$ cat src/rtl/mem_arbiter.sv
// Round-robin arbiter sharing one main-memory port between an instruction cache and a data cache.
// One line transaction at a time: IDLE -> MEM (strobe until m_rdy or timeout) -> RESP (ack) -> IDLE.
module mem_arbiter #(
    parameter int ADDR_W  = 14,
    parameter int LINE_W  = 64,
    parameter int TIMEOUT = 64
) (
    input  logic              clk,
    input  logic              rst_n,
    input  logic              i_req,
    input  logic [ADDR_W-1:0] i_addr,
    output logic [LINE_W-1:0] i_rdata,
    output logic              i_ack,
    input  logic              d_req,
    input  logic              d_we,
    input  logic [ADDR_W-1:0] d_addr,
    input  logic [LINE_W-1:0] d_wdata,
    output logic [LINE_W-1:0] d_rdata,
    output logic              d_ack,
    output logic              m_re,
    output logic              m_we,
    output logic [ADDR_W-1:0] m_addr,
    output logic [LINE_W-1:0] m_wdata,
    input  logic [LINE_W-1:0] m_rdata,
    input  logic              m_rdy,
    output logic              busy,
    output logic              err
);

    localparam int CNT_W = $clog2(TIMEOUT + 1);

    typedef enum logic [1:0] {IDLE, MEM, RESP} state_e;
    typedef enum logic {SIDE_I = 1'b0, SIDE_D = 1'b1} side_e;

    state_e            state_q,   state_d;
    side_e             winner_q,  winner_d;
    side_e             last_q,    last_d;
    side_e             grant_side;
    logic [ADDR_W-1:0] addr_q,    addr_d;
    logic              we_q,      we_d;
    logic [LINE_W-1:0] wdata_q,   wdata_d;
    logic [LINE_W-1:0] i_rdata_q, i_rdata_d;
    logic [LINE_W-1:0] d_rdata_q, d_rdata_d;
    logic [CNT_W-1:0]  cnt_q,     cnt_d;
    logic              err_q,     err_d;

    // On a tie the side not granted last wins; a lone requester always wins.
    always_comb begin
        if (i_req && d_req) begin
            grant_side = (last_q == SIDE_I) ? SIDE_D : SIDE_I;
        end else if (d_req) begin
            grant_side = SIDE_D;
        end else begin
            grant_side = SIDE_I;
        end
    end

    // NOTE: every next-state variable gets its hold value first so no path leaves it unassigned (no latches).
    always_comb begin
        state_d   = state_q;
        winner_d  = winner_q;
        last_d    = last_q;
        addr_d    = addr_q;
        we_d      = we_q;
        wdata_d   = wdata_q;
        i_rdata_d = i_rdata_q;
        d_rdata_d = d_rdata_q;
        cnt_d     = cnt_q;
        err_d     = err_q;

        case (state_q)
            IDLE: begin
                if (i_req || d_req) begin
                    winner_d = grant_side;
                    last_d   = grant_side;
                    cnt_d    = '0;
                    state_d  = MEM;
                    if (grant_side == SIDE_D) begin
                        addr_d  = d_addr;
                        we_d    = d_we;
                        wdata_d = d_we ? d_wdata : '0;
                    end else begin
                        addr_d  = i_addr;
                        we_d    = 1'b0;
                        wdata_d = '0;
                    end
                end
            end
            MEM: begin
                if (m_rdy) begin
                    if (!we_q) begin
                        if (winner_q == SIDE_D) d_rdata_d = m_rdata;
                        else                    i_rdata_d = m_rdata;
                    end
                    state_d = RESP;
                end else begin
                    cnt_d = cnt_q + CNT_W'(1);
                    if (cnt_d == CNT_W'(TIMEOUT)) begin
                        err_d   = 1'b1;
                        state_d = RESP;
                    end
                end
            end
            RESP: begin
                state_d = IDLE;
            end
            default: begin
                state_d = IDLE;
            end
        endcase
    end

    // NOTE: sequential state uses non-blocking assignments; reset is synchronous and only evaluated on posedge clk.
    always_ff @(posedge clk) begin
        if (!rst_n) begin
            state_q   <= IDLE;
            winner_q  <= SIDE_I;
            last_q    <= SIDE_I;
            addr_q    <= '0;
            we_q      <= 1'b0;
            wdata_q   <= '0;
            i_rdata_q <= '0;
            d_rdata_q <= '0;
            cnt_q     <= '0;
            err_q     <= 1'b0;
        end else begin
            state_q   <= state_d;
            winner_q  <= winner_d;
            last_q    <= last_d;
            addr_q    <= addr_d;
            we_q      <= we_d;
            wdata_q   <= wdata_d;
            i_rdata_q <= i_rdata_d;
            d_rdata_q <= d_rdata_d;
            cnt_q     <= cnt_d;
            err_q     <= err_d;
        end
    end

    // Strobes and acks decode directly from registered state, so they are glitch-free and mutually exclusive.
    assign m_re    = (state_q == MEM) && !we_q;
    assign m_we    = (state_q == MEM) &&  we_q;
    assign m_addr  = addr_q;
    assign m_wdata = wdata_q;
    assign i_ack   = (state_q == RESP) && (winner_q == SIDE_I);
    assign d_ack   = (state_q == RESP) && (winner_q == SIDE_D);
    assign i_rdata = i_rdata_q;
    assign d_rdata = d_rdata_q;
    assign busy    = (state_q != IDLE);
    assign err     = err_q;

endmodule

$ cat config.mk
export PLATFORM = sky130hd
export DESIGN_NAME = mem_arbiter
export DESIGN_NICKNAME = d
export VERILOG_FILES = /design/src/rtl/mem_arbiter.sv
export SDC_FILE = /design/constraint.sdc
export NUM_CORES = 1
export LEC_CHECK = 0
export BUFFER_PORTS_ARGS = -buffer_cell sky130_fd_sc_hd__buf_2
export CAP_MARGIN = 10
export CORE_UTILIZATION = 35
export DETAILED_ROUTE_END_ITERATION = 10
export GPL_TIMING_DRIVEN = 0
export SYNTH_ARGS = -nofsm -noshare
export SYNTH_HDL_FRONTEND = slang
export SYNTH_SLANG_ARGS = --single-unit
$ cat constraint.sdc
create_clock -name clk -period 1.9 [get_ports clk]
set_input_delay 0.19 -clock clk [delete_from_list [all_inputs] [get_ports clk]]
set_output_delay 0.19 -clock clk [all_outputs]
set_load 0.01 [all_outputs]
==> impl_metrics.py <==
metrics = {
    "run_status": {
        "status": "completed",
    },
    "timing": {
        "slew_headroom_pct": 54.2,
        "tns_ps": 0,
        "drv_slew": 0,
        "hold_viol_final": 0,
        "fmax_mhz": 568,
        "fin_worst_skew_ps": 10.5,
        "period_needed_ps": 1760,
        "worst_slew_pin_slew_ps": 687,
        "fin_crit_sh_pct": 92.6,
        "setup_violations": 0,
        "rsz0062_at_grt": "false",
    },
    "routing": {
        "ant_nets": 0,
        "wl_um": 27300,
        "drt-initial-drc-count": 444,
        "num_vias": 8274,
        "via_per_inst": 4.69,
        "firstDrtPassIters": 4,
        "routedWlPerCell_um": 15.5,
        "drc": 0,
    },
    "die": {
        "rows": 55,
        "die-area_um2": 24200,
        "core_um2": 22900,
        "initial_core_util_pct": 36.1,
        "dieHeight_um": 156,
        "fp.dieW_um": 156,
        "io_pins": 374,
    },
    "placed_design": {
        "gp_congestion": 0.796,
        "dp.cells": 1596,
        "hpwl_um": 19600,
        "placedInstanceArea_um2": 10500,
        "port_buffers": 371,
    },
    "cts": {
        "clock_sinks": 218,
        "post-cts-setup-buffer-count": 0,
        "cts_root_buf": "clkbuf_16",
        "cts_buffer_depth": 3,
        "clk_latency_ps": 510,
        "cts_tree": "done",
        "clkTransAtPathRegs_ps": 60,
        "cts_buffers": 25,
        "cts-htree-levels": 1,
    },
    "logic_synthesis": {
        "synth.area.mux_share_pct": 1.70,
        "yosysWarnings": 0,
        "yosysMostFrequentCell": "nand2_1",
        "yosys.area.top_type": "dfxtp_1",
        "synth_xor_area_share_pct": 0,
        "netlist_area_um2": 8270,
        "async_flop_share_pct": 0,
        "synth_ff_type": "dfxtp_1",
        "synth_nets": 1075,
        "synthTopCellsByArea": "dfxtp_1, nand2_1, a21boi_1, a22oi_1, nor2b_1",
        "ys_seq_area_share_pct": 52.8,
        "synth.avg_cell_area_um2": 9.06,
        "netlist_instances": 912,
        "yosys.area_share.simple_pct": 19.9,
        "synth_enable_flop_cells": 0,
        "synth-adder-area-share_pct": 0.151,
        "ys_top_cells_by_count": "nand2_1, dfxtp_1, a21boi_1, nor2b_1, a22oi_1",
        "synth_cell_type_count": 38,
        "synth_seq_cells": 218,
        "synth_compound_area_share_pct": 21.0,
        "synth_top_area_share_pct": 52.8,
        "synth_top_family_by_area": "compound AO/OA/AOI/OAI gates",
    },
    "pwr": {
        "power.density_nw_per_um2": 862,
        "leakage_nw": 5.70,
        "peakVddDrop_uv": 633,
    },
    "critical_path": {
        "critPathMaxFanout": 10,
        "crit_type": "flip-flop to flip-flop",
        "start_kind": "flip-flop",
        "crit_required_ps": 2330,
        "cpPeakStageDelay_ps": 400,
        "path_delay_family": "simple AND/OR/NAND/NOR gates",
        "cp-end-kind": "flip-flop",
        "path_cells": "nor3b_4 -> and3_1 -> clkbuf_4 -> buf_4 -> nand2_1 -> a21boi_1",
        "cpMaxStageDelayCell": "dfxtp_4",
        "cp.arrival_ps": 2180,
        "timing.critical_path.buf_inv": 2,
    },
    "global_route": {
        "grt_pass1_vias": 8058,
        "grt_pass1_wl_um": 42100,
        "antenna_found_initial": 1,
        "grt_use_total_pct": 21.8,
        "grt_max_degree": 13,
        "grt_overflow": 0,
    },
    "finish": {
        "stdcell_count": 1766,
        "synthToLayoutAreaGrowth_pct": 52.3,
        "fin_area_um2": 12600,
        "finalNetCount": 1599,
        "n_fill_cell": 2139,
        "final_util_pct": 55.0,
        "layout-drive-gt1-share_pct": 31.0,
    },
    "run": {
        "drv_cap": 0,
    },
    "worst_hold_path": {
        "worstHoldPathType": "input pin to flip-flop",
    },
}
per-layer routing:
metal  vias to the layer above  global-route usage (%)  routed length (µm)
met3                        33                    5.50                2010
met4                         0                    5.18                 524
met1                      3825                    25.1               11400
met5                         -                       0                   0
met2                       295                    40.3               13400
li1                       4121                       -                   -
path summary, 6_finish.rpt:
kind / start / end / slack, ps / cells past startpoint
min: d_wdata[30] / m_wdata[30] / 20 / 3
min reg2reg: d_rdata[56] / d_rdata[56] / 450 / 2
max reg2reg: state_q[0] / d_rdata[37] / 140 / 6
max: state_q[0] / d_rdata[37] / 140 / 6
report_power, final:
part / internal, mW / switching (mW)
combinational: 0.744 / 0.791
sequential: 4.77 / 0.117
clock: 2.61 / 1.82
state kept, by name (all words and copies together), names as in the netlist:
| register | cells |
|---|---|
| cnt_q | 7 |
| d_rdata | 64 |
| err | 1 |
| i_rdata | 64 |
| last_q | 1 |
| m_addr | 14 |
| m_wdata | 64 |
| state_q | 2 |
| we_q | 1 |
cell families after synthesis:
family                     Yosys count
AOI/OAI and AO/OA                  230
adders and majority gates            1
buffers and inverters               74
DFF                                218
muxes                               14
and+or+nand+nor                    375
worst min-delay path, stage by stage:
cell	delay (ps)
buf_2	100
a22oi_1	80
nor2b_1	110
through the flow:
stage               setup WS [ps]  hold WS (ps)  total power [mW]
floorplan                     372           325              5.68
global placement             -222           436              6.28
detailed placement           -251           442              6.29
CTS                         -30.2          3.13              11.0
global route                 28.9          17.7              11.4
finish                        140          22.9              10.9
timing repair:
action | CTS | global route
setup endpoints to repair | 66 | 164
gates resized for setup | 4 | 23
endpoints found under the hold margin | 191 | 0
pin swaps | 0 | 1
gates cloned | 0 | 0
hold buffers | 127 | 0
final cells by class:
class	count	area [µm²]	area share, %
Clock inverter	4	25.0	0.199
Tap cell	313	392	3.11
Timing Repair Buffer	498	3130	24.8
Sequential cell	218	4370	34.7
Multi-Input combinational cell	620	3570	28.4
Antenna cell	1	2.50	0.0199
Inverter	3	11.3	0.0894
Buffer	70	365	2.90
Clock buffer	39	728	5.78
layout by cell type, fill, tap and decap left out, types with 3 or more instances in the layout:
cell / netlist / layout
a21boi_0: 8 / 8
mux2i_1: 14 / 14
clkbuf_2: 0 / 10
o21ai_0: 4 / 4
nor2_1: 8 / 7
buf_6: 6 / 6
dlygate4sd3_1: 0 / 127
nor3b_1: 4 / 4
nand2_1: 280 / 280
a21oi_1: 7 / 7
clkbuf_1: 43 / 43
clkbuf_16: 0 / 25
o211a_1: 15 / 15
buf_4: 7 / 7
inv_1: 3 / 3
a22oi_1: 65 / 65
a31oi_1: 5 / 5
dfxtp_1: 218 / 215
clkbuf_8: 0 / 5
buf_2: 13 / 383
a21boi_1: 120 / 120
nor2b_1: 67 / 67
Note: power is estimated with default switching activity, not from simulation.
